[config.mk]
export PLATFORM = sky130hd
export DESIGN_NAME = spi_reg_bank_flat
export DESIGN_NICKNAME = d
export VERILOG_FILES = /design/src/rtl/spi_reg_pkg.sv /design/src/rtl/spi_reg_bank_if.sv /design/src/rtl/sync_edge_det.sv /design/src/rtl/spi_reg_bank.sv /design/src/flat_wrapper.sv
export SDC_FILE = /design/constraint.sdc
export NUM_CORES = 1
export LEC_CHECK = 0
export CORE_MARGIN = 4
export CORE_UTILIZATION = 30
export DETAILED_ROUTE_END_ITERATION = 16
export PLACE_DENSITY_LB_ADDON = 0.1
export REMOVE_ABC_BUFFERS = 1
export SETUP_SLACK_MARGIN = 0.2
export SYNTH_ARGS = -nofsm -noshare
export SYNTH_HDL_FRONTEND = slang
export SYNTH_SLANG_ARGS = --single-unit
[constraint.sdc]
create_clock -name clk -period 2.1 [get_ports clk]
set_input_delay 0.42 -clock clk [delete_from_list [all_inputs] [get_ports clk]]
set_output_delay 0.42 -clock clk [all_outputs]
set_load 0.005 [all_outputs]
[src/rtl/spi_reg_pkg.sv]
// Shared constants and types for the SPI register bank.
//   FRAME_BITS : bits per host frame {rw, addr[6:0], data[7:0]}
//   ADDR_W     : address field width
//   DATA_W     : register / data field width
//   REG_*      : addresses of the five control registers
//   state_t    : frame FSM encoding
package spi_reg_pkg;

    localparam int FRAME_BITS = 16;
    localparam int ADDR_W     = 7;
    localparam int DATA_W     = 8;

    localparam logic [ADDR_W-1:0] REG_EN_OUT_LO = 7'h00;
    localparam logic [ADDR_W-1:0] REG_EN_OUT_HI = 7'h01;
    localparam logic [ADDR_W-1:0] REG_EN_PWM_LO = 7'h02;
    localparam logic [ADDR_W-1:0] REG_EN_PWM_HI = 7'h03;
    localparam logic [ADDR_W-1:0] REG_DUTY      = 7'h04;

    typedef enum logic [1:0] {
        IDLE   = 2'd0,
        SHIFT  = 2'd1,
        COMMIT = 2'd2
    } state_t;

endpackage

[src/rtl/spi_reg_bank_if.sv]
// SPI pin bundle between the host and the register bank.
//   sclk : SPI clock, mode 0
//   copi : host data out, sampled on the sclk rise
//   ncs  : active-low chip select
// master drives the pins (host side); slave receives them (spi_reg_bank).
interface spi_reg_bank_if;
    logic sclk;
    logic copi;
    logic ncs;

    modport master (output sclk, output copi, output ncs);
    modport slave  (input  sclk, input  copi, input  ncs);
endinterface

[src/rtl/sync_edge_det.sv]
// Multi-flop synchronizer for one asynchronous pin, with rise/fall detect.
//   clk, rst_n : system clock, async active-low reset
//   d          : asynchronous input pin
//   q          : synchronized level (STAGES flops after d)
//   rise, fall : one-cycle strobes from comparing q with one extra delayed flop
module sync_edge_det #(
    parameter int STAGES = 2
) (
    input  logic clk,
    input  logic rst_n,
    input  logic d,
    output logic q,
    output logic rise,
    output logic fall
);

    logic [STAGES-1:0] sync_q;
    logic              q_dly;

    always_ff @(posedge clk or negedge rst_n) begin
        if (!rst_n) begin
            sync_q <= '0;
            q_dly  <= 1'b0;
        end else begin
            sync_q <= {sync_q[STAGES-2:0], d};
            q_dly  <= sync_q[STAGES-1];
        end
    end

    assign q    = sync_q[STAGES-1];
    assign rise = q & ~q_dly;
    assign fall = ~q & q_dly;

endmodule

[src/rtl/spi_reg_bank.sv]
// Write-only SPI (mode 0) target: 16-bit frames {rw, addr, data}, MSB first,
// update one of five 8-bit control registers.
//   clk, rst_n       : system clock, async active-low reset
//   spi              : sclk/copi/ncs pins (asynchronous to clk)
//   en_reg_out_*     : registers 0x00 / 0x01
//   en_reg_pwm_*     : registers 0x02 / 0x03
//   pwm_duty_cycle   : register 0x04
//   wr_pulse         : one-cycle strobe when a register is written
//   frame_err        : one-cycle strobe when a frame had the wrong bit count
//
// state  | meaning
// IDLE   | ncs high, waiting for an ncs fall (or one held from COMMIT)
// SHIFT  | frame in progress, shifting copi on each sclk rise
// COMMIT | one cycle: check bit count / address and write or flag error
module spi_reg_bank
    import spi_reg_pkg::*;
#(
    parameter int SYNC_STAGES = 2,
    parameter int NUM_REGS    = 5
) (
    input  logic                clk,
    input  logic                rst_n,
    spi_reg_bank_if.slave       spi,
    output logic [DATA_W-1:0]   en_reg_out_7_0,
    output logic [DATA_W-1:0]   en_reg_out_15_8,
    output logic [DATA_W-1:0]   en_reg_pwm_7_0,
    output logic [DATA_W-1:0]   en_reg_pwm_15_8,
    output logic [DATA_W-1:0]   pwm_duty_cycle,
    output logic                wr_pulse,
    output logic                frame_err
);

    localparam int                CNT_W   = $clog2(FRAME_BITS + 2);
    localparam logic [CNT_W-1:0]  CNT_OVR = CNT_W'(FRAME_BITS + 1);
    localparam logic [CNT_W-1:0]  CNT_OK  = CNT_W'(FRAME_BITS);

    logic sclk_rise;
    logic ncs_rise, ncs_fall;
    logic copi_s;
    logic sclk_unused, ncs_unused;
    logic [1:0] copi_edge_unused;

    sync_edge_det #(.STAGES(SYNC_STAGES)) u_sync_sclk (
        .clk(clk), .rst_n(rst_n), .d(spi.sclk),
        .q(sclk_unused), .rise(sclk_rise), .fall(copi_edge_unused[0])
    );

    sync_edge_det #(.STAGES(SYNC_STAGES)) u_sync_ncs (
        .clk(clk), .rst_n(rst_n), .d(spi.ncs),
        .q(ncs_unused), .rise(ncs_rise), .fall(ncs_fall)
    );

    logic copi_fall_unused;
    sync_edge_det #(.STAGES(SYNC_STAGES)) u_sync_copi (
        .clk(clk), .rst_n(rst_n), .d(spi.copi),
        .q(copi_s), .rise(copi_edge_unused[1]), .fall(copi_fall_unused)
    );

    state_t                  state_q, state_d;
    logic [FRAME_BITS-1:0]   shift_reg;
    logic [CNT_W-1:0]        bit_cnt;
    logic                    start_pend;
    logic                    start, shift_en, commit;
    logic [DATA_W-1:0]       regs [NUM_REGS];

    logic                    rw;
    logic [ADDR_W-1:0]       addr;
    logic [DATA_W-1:0]       data;
    logic                    frame_ok, do_write;

    assign rw       = shift_reg[FRAME_BITS-1];
    assign addr     = shift_reg[FRAME_BITS-2 -: ADDR_W];
    assign data     = shift_reg[DATA_W-1:0];
    assign frame_ok = (bit_cnt == CNT_OK);
    assign do_write = commit && frame_ok && rw && (addr < ADDR_W'(NUM_REGS));

    always_ff @(posedge clk or negedge rst_n) begin
        if (!rst_n) state_q <= IDLE;
        else        state_q <= state_d;
    end

    // ncs rise takes priority over an sclk rise in the same cycle.
    always_comb begin
        state_d  = state_q;
        start    = 1'b0;
        shift_en = 1'b0;
        commit   = 1'b0;
        case (state_q)
            IDLE: begin
                if (ncs_fall || start_pend) begin
                    state_d = SHIFT;
                    start   = 1'b1;
                end
            end
            SHIFT: begin
                if (ncs_rise)       state_d  = COMMIT;
                else if (sclk_rise) shift_en = 1'b1;
            end
            COMMIT: begin
                commit  = 1'b1;
                state_d = IDLE;
            end
            default: state_d = IDLE;
        endcase
    end

    always_ff @(posedge clk or negedge rst_n) begin
        if (!rst_n) begin
            shift_reg  <= '0;
            bit_cnt    <= '0;
            start_pend <= 1'b0;
            wr_pulse   <= 1'b0;
            frame_err  <= 1'b0;
        end else begin
            wr_pulse  <= do_write;
            frame_err <= commit && !frame_ok;
            if (start) begin
                shift_reg <= '0;
                bit_cnt   <= '0;
            end else if (shift_en) begin
                shift_reg <= {shift_reg[FRAME_BITS-2:0], copi_s};
                if (bit_cnt != CNT_OVR) bit_cnt <= bit_cnt + 1'b1;
            end
            // A frame start that arrives during COMMIT is remembered for IDLE.
            if (commit && ncs_fall) start_pend <= 1'b1;
            else if (start)         start_pend <= 1'b0;
        end
    end

    always_ff @(posedge clk or negedge rst_n) begin
        if (!rst_n) begin
            for (int i = 0; i < NUM_REGS; i++) regs[i] <= '0;
        end else begin
            for (int i = 0; i < NUM_REGS; i++)
                if (do_write && addr == ADDR_W'(i)) regs[i] <= data;
        end
    end

    assign en_reg_out_7_0  = regs[int'(REG_EN_OUT_LO)];
    assign en_reg_out_15_8 = regs[int'(REG_EN_OUT_HI)];
    assign en_reg_pwm_7_0  = regs[int'(REG_EN_PWM_LO)];
    assign en_reg_pwm_15_8 = regs[int'(REG_EN_PWM_HI)];
    assign pwm_duty_cycle  = regs[int'(REG_DUTY)];

endmodule

[src/flat_wrapper.sv]
// flat-port wrapper written by rule: the top's interface ports become plain ports
module spi_reg_bank_flat import spi_reg_pkg::*;
#(
    parameter int SYNC_STAGES = 2,
    parameter int NUM_REGS    = 5
)
  (clk, rst_n, en_reg_out_7_0, en_reg_out_15_8, en_reg_pwm_7_0, en_reg_pwm_15_8, pwm_duty_cycle, wr_pulse, frame_err, spi_sclk, spi_copi, spi_ncs);
  spi_reg_bank_if spi_i ();
  input  logic clk;
  input  logic rst_n;
  output logic [DATA_W-1:0] en_reg_out_7_0;
  output logic [DATA_W-1:0] en_reg_out_15_8;
  output logic [DATA_W-1:0] en_reg_pwm_7_0;
  output logic [DATA_W-1:0] en_reg_pwm_15_8;
  output logic [DATA_W-1:0] pwm_duty_cycle;
  output logic wr_pulse;
  output logic frame_err;
  input wire logic [$bits(spi_i.sclk)-1:0] spi_sclk;
  input wire logic [$bits(spi_i.copi)-1:0] spi_copi;
  input wire logic [$bits(spi_i.ncs)-1:0] spi_ncs;
  assign spi_i.sclk = spi_sclk;
  assign spi_i.copi = spi_copi;
  assign spi_i.ncs = spi_ncs;
  spi_reg_bank #(.SYNC_STAGES(SYNC_STAGES), .NUM_REGS(NUM_REGS)) u_core (.clk(clk), .rst_n(rst_n), .spi(spi_i), .en_reg_out_7_0(en_reg_out_7_0), .en_reg_out_15_8(en_reg_out_15_8), .en_reg_pwm_7_0(en_reg_pwm_7_0), .en_reg_pwm_15_8(en_reg_pwm_15_8), .pwm_duty_cycle(pwm_duty_cycle), .wr_pulse(wr_pulse), .frame_err(frame_err));
endmodule
==> metrics.yaml, run 1 <==
finalPower_mw: 3.27
postRouteAntennaNets: 0
portBuffers: 46
start_kind: "register"
grtUsageTotal_pct: 12.9
placed_cells: 411
avgSynthCellArea_sq_um: 13.3
maxCapViolations: 0
synth_top_area_share_pct: 61.3
drtIter0Drc: 39
rsz0062_at_grt: "false"
drc: 0
worst_slew_pin_slew_ps: 589
setup_tns_ps: 0
syn_area_sq_um: 3020
dieHeight_um: 108
htreeDepth: 3
setup-violations-final: 0
pwr-share-seq_pct: 48.7
final-max-slew-violation-count: 0
end_kind: "register"
grt_pass1_vias: 2109
cp_slowest_stage_delay_ps: 550
initial_core_util_pct: 30.9
switching_share_pct: 25.1
dr.pass1.iters: 4
largest_reg_flops: 16
post-dp-hpwl_mm: 4.61
cp.depth: 4
cp.arrival_ps: 2030
rows: 36
post-place-ws_ps: 191
layout-area-overhead-vs-synth_pct: 32.9
grt_first_pass_wirelength_mm: 11.5
path_cells: "nor4b_4, nand4_2, buf_4, mux2_2"
floorplan.die_area_sq_um: 11700
synthTopCellsByArea: "dfrtp_1, mux2_2, a21oi_1"
netlist_instances: 228
p_clk_share_pct: 41.2
antenna_cells: 0
p_switching_uw: 821
path_class: "register to register"
max_freq_ghz: 0.556
clock_skew_ps: 8.82
cts_buffer_depth: 2
cts_tree: "yes"
synth_cell_types: 29
status: "completed"
gp_congestion: 0.713
pwr_density_cell_nw_per_um2: 814
io_pins: 47
grt_max_degree: 51
min_period_over_period_pct: 85.7
core_sq_um: 9770
drive_gt1_share_pct: 27.1
cts_root_buf: "clkbuf_8"
viasPerCell: 4.86
ys_seq_elements: 74
cp_max_fo: 8
yosysSeqAreaShare_pct: 61.3
overflow: 0
vias: 2079
reg2reg_depth: 4
synth_top_cell_by_area: "dfrtp_1"
antenna_found_initial: 0
wirelength_mm: 6.92
maxSlewHeadroom_pct: 60.6
p_leak_nw: 1.83
die_x_um: 108
final_nets: 298
final_common_cell: "dfrtp_1"
wl_per_cell_um: 16.2
numCtsBuffers: 9
cts.sinks: 74
crit_family: "simple AND/OR/NAND/NOR gates"
fill_cells: 952
p_int_mw: 2.45
ir_drop_uv: 412
post-route-util_pct: 41.1
worst-path-buf-inv: 1
clk_pin_slew_worst_paths_ps: 80
crit_required_ps: 2330
worst_slack_ps: 300
finalHoldViolCount: 0
final_cell_mix: "dfrtp_1, clkdlybuf4s50_1, mux2_2"
p_comb_share_pct: 10.2
finalCriticalPeriod_ps: 1800
ys_warn_count: 0
stdcell_count: 428
crit_slowest_cell: "nor4b_4"
cts_setup_buffers: 0
clock_latency_ps: 340
hold_path_depth: 0
hold_class: "register to register"
-- synth_stat cells --
| cell type | count |
|---|---|
| and4_1 | 1 |
| o21ai_0 | 18 |
| o21a_1 | 1 |
| nand4_1 | 2 |
| a32o_1 | 1 |
| nand2b_1 | 1 |
| mux2_2 | 40 |
| nand4bb_1 | 1 |
| nor4b_1 | 2 |
| clkbuf_1 | 10 |
| buf_2 | 2 |
| inv_1 | 3 |
| nor2_1 | 2 |
| dfrtp_1 | 74 |
| nor4b_4 | 1 |
| nor3b_1 | 2 |
| nand4_2 | 5 |
| nor4bb_1 | 4 |
| nor4_1 | 1 |
| or4_1 | 2 |
| o31ai_1 | 4 |
| nor3b_2 | 1 |
| or4bb_1 | 1 |
| nand3_1 | 19 |
| ha_1 | 3 |
| a211oi_1 | 1 |
| nor3_1 | 3 |
| nor2b_1 | 3 |
| a21oi_1 | 20 |
-- power groups by stage --
| stage | clock [mW] | combinational, mW | sequential [mW] |
|---|---|---|---|
| after detailed placement | 0 | 0.331 | 1.62 |
| after CTS | 1.39 | 0.333 | 1.59 |
| after global placement | 0 | 0.335 | 1.62 |
| final | 1.34 | 0.333 | 1.59 |
| after global routing | 1.46 | 0.380 | 1.61 |
| after floorplan | 0 | 0.189 | 1.59 |
-- cell type report --
class | count | area [sq um] | area share, %
inverters | 3 | 11.3 | 0.280
clock inverters | 4 | 98.8 | 2.46
clock buffers | 12 | 145 | 3.61
multi-input cells | 139 | 1140 | 28.4
flip-flops and latches | 74 | 1850 | 46.1
repair buffers | 63 | 601 | 15.0
well taps | 133 | 166 | 4.14
-- worst register-to-register path, cell delays in order (launching register included) --
cell and delay (ps):
dfrtp_1 470, nor4b_4 550, nand4_2 190, buf_4 210
mux2_2 270
-- logic make-up (layout without fill, tap and decap cells) --
kind of cell	count (synthesis)	after routing	share of synthesized area [%]
flip-flops	74	74	61.3
AND/OR/NAND/NOR	51	51	12.5
AO/OA/AOI/OAI	45	45	8.11
multiplexers	40	40	14.9
buffers and inverters	15	82	1.95
adder cells (fa/ha/maj)	3	3	1.24
-- stage by stage --
stage,hold slack (ps),instance area [sq um]
3_5_place_dp,335,3740
2_1_floorplan,124,2980
3_3_place_gp,335,3740
4_1_cts,354,3990
5_1_grt,366,4020
6_report,351,4020
-- final timing paths --
| path | startpoint | to | slack [ps] |
|---|---|---|---|
| worst max-delay path | u_core.state_q[0] | u_core.en_reg_pwm_15_8[0] | 300 |
| worst min-delay path | u_core.u_sync_ncs.sync_q[0] | u_core.u_sync_ncs.sync_q[1] | 350 |
| worst max register to register | u_core.state_q[0] | u_core.en_reg_pwm_15_8[0] | 300 |
| worst min register to register | u_core.u_sync_ncs.sync_q[0] | u_core.u_sync_ncs.sync_q[1] | 350 |
| max in group asynchronous | rst_n | u_core.en_reg_out_15_8[4] | 980 |
| min in group asynchronous | rst_n | u_core.u_sync_ncs.sync_q[1] | 530 |
-- what timing repair did --
item | CTS | global route
hold buffers | 1 | 0
setup endpoints to repair | 9 | 34
pin swaps | 0 | 1
hold endpoints to repair | 24 | 0
gates resized for setup | 0 | 3
-- routing by layer --
metal | share of wire (%) | vias to the layer above | GRT usage [%]
met5 | 0 | - | 0
met4 | 1.0 | 0 | 3.52
met3 | 5.0 | 5 | 4.48
met2 | 44 | 45 | 19.2
met1 | 50 | 1062 | 17.9
li1 | - | 967 | -
Power figures use the tool's default switching activity.
==> run 2: changes to the inputs <==
--- a/config.mk
+++ b/config.mk
@@ -8,8 +8,8 @@
 export CORE_MARGIN = 4
 export CORE_UTILIZATION = 30
 export DETAILED_ROUTE_END_ITERATION = 16
+export MAX_ROUTING_LAYER = met4
 export PLACE_DENSITY_LB_ADDON = 0.1
-export REMOVE_ABC_BUFFERS = 1
 export SETUP_SLACK_MARGIN = 0.2
 export SYNTH_ARGS = -nofsm -noshare
 export SYNTH_HDL_FRONTEND = slang
==> run 2 against run 1 <==
Effect of this change: critical path depth is 2 higher; clock power is 9% lower; die area did not move; fmax shrank 5.3%; highest routed layer unchanged; clock-buffer cell count shrank 2; sequential power about the same; largest cell class unchanged.
==> metrics.yaml, run 2 (synthesis gave the netlist of run 1 again) <==
vias: 2102
path_class: "register to register"
drc: 0
dieHeight_um: 108
cp_slowest_stage_delay_ps: 430
grt_first_pass_wirelength_mm: 11.7
antenna_found_initial: 0
gp_congestion: 0.768
largest_reg_flops: 16
maxSlewHeadroom_pct: 50.1
numCtsBuffers: 9
wl_per_cell_um: 16.9
cts_buffer_depth: 2
p_leak_nw: 1.78
reg2reg_depth: 6
cp.arrival_ps: 2130
p_switching_uw: 869
rsz0062_at_grt: "true"
path_cells: "inv_1, ha_1, nor4bb_1, buf_4, nand4_2, mux2_2"
finalCriticalPeriod_ps: 1900
portBuffers: 46
start_kind: "register"
final_common_cell: "dfrtp_1"
layout-area-overhead-vs-synth_pct: 30.9
finalHoldViolCount: 0
syn-num-nets: 236
end_kind: "register"
status: "completed"
maxCapViolations: 0
pwr_density_cell_nw_per_um2: 803
crit_slowest_cell: "dfrtp_1"
p_comb_share_pct: 11.6
post-dp-hpwl_mm: 4.67
dr.pass1.iters: 4
overflow: 0
core_sq_um: 9770
worst_slack_ps: 199
max_freq_ghz: 0.526
grtUsageTotal_pct: 13.6
setup-violations-final: 0
cts_tree: "yes"
post-place-ws_ps: 86.4
viasPerCell: 4.97
cts_root_buf: "clkbuf_8"
rows: 36
min_period_over_period_pct: 90.5
htreeDepth: 3
floorplan.die_area_sq_um: 11700
clock_latency_ps: 350
cts.sinks: 74
initial_core_util_pct: 30.9
fill_cells: 944
clk_pin_slew_worst_paths_ps: 80
p_int_mw: 2.31
io_pins: 47
final-max-slew-violation-count: 0
switching_share_pct: 27.4
final_nets: 293
cp_max_fo: 8
wirelength_mm: 7.16
hold_class: "input pin to asynchronous set/reset pin"
pwr-share-seq_pct: 49.9
worst_slew_pin_slew_ps: 747
grt_pass1_vias: 2136
drive_gt1_share_pct: 26.6
antenna_cells: 0
crit_required_ps: 2330
grt_max_degree: 41
p_clk_share_pct: 38.5
die_x_um: 108
ir_drop_uv: 267
setup_tns_ps: 0
postRouteAntennaNets: 0
final_cell_mix: "dfrtp_1, clkdlybuf4s50_1, mux2_2"
drtIter0Drc: 88
clock_skew_ps: 11.7
[run 2: final timing paths]
kind	from	to	slack, ps
worst max-delay path	u_core.bit_cnt[0]	u_core.en_reg_out_7_0[4]	200
worst min-delay path	rst_n	u_core.u_sync_copi.sync_q[0]	30
worst max register to register	u_core.bit_cnt[0]	u_core.en_reg_out_7_0[4]	200
worst min register to register	u_core.u_sync_ncs.sync_q[0]	u_core.u_sync_ncs.sync_q[1]	350
max in group asynchronous	rst_n	u_core.en_reg_pwm_7_0[7]	1480
min in group clk	u_core.u_sync_ncs.sync_q[0]	u_core.u_sync_ncs.sync_q[1]	350
[run 2: power groups by stage]
stage          Combinational (mW)  Clock (mW)  Sequential, mW
2_1_floorplan               0.229           0            1.57
3_3_place_gp                0.365           0            1.61
3_5_place_dp                0.363           0            1.61
4_1_cts                     0.369        1.26            1.58
5_1_grt                     0.411        1.33            1.59
6_report                    0.367        1.22            1.59
[run 2: area by class of cell]
| class | instances | area (sq um) | share of cell area, % |
|---|---|---|---|
| flip-flops and latches | 74 | 1850 | 46.8 |
| multi-input cells | 139 | 1150 | 29.0 |
| repair buffers | 58 | 561 | 14.2 |
| well taps | 133 | 166 | 4.20 |
| clock buffers | 10 | 128 | 3.22 |
| clock inverters | 6 | 91.3 | 2.31 |
| inverters | 3 | 11.3 | 0.285 |
[run 2: metal layers]
metal	global-route usage (%)	up-vias	wire length, um
li1	-	957	-
met1	18.6	1097	3480
met2	19.8	36	3350
met3	3.46	12	207
met4	4.33	0	124
met5	-	-	0
[run 2: timing repair]
action,CTS,global route
hold endpoints to repair,0,0
hold buffers,0,0
setup buffers,1,1
endpoints found under the setup margin,19,33
gates resized for setup,2,2
[run 2: worst max-delay path, delay by kind of cell (launching register included)]
family,cells,cell delay [ps]
adder cells (fa/ha/maj),1,140
AND/OR/NAND/NOR,2,500
multiplexers,1,390
buffers and inverters,2,320
flip-flops,1,430
[run 2: per-stage QoR]
step | total power, mW | std cells | hold slack, ps | instance area, sq um | utilization (%)
6_report | 3.18 | 423 | 34.4 | 3960 | 40.5
5_1_grt | 3.34 | 423 | 53.8 | 3960 | 40.5
4_1_cts | 3.21 | 422 | 46.4 | 3940 | 40.3
3_5_place_dp | 1.98 | 405 | 336 | 3690 | 37.8
3_3_place_gp | 1.98 | 405 | 333 | 3690 | 37.8
2_1_floorplan | 1.80 | 228 | 124 | 3020 | -
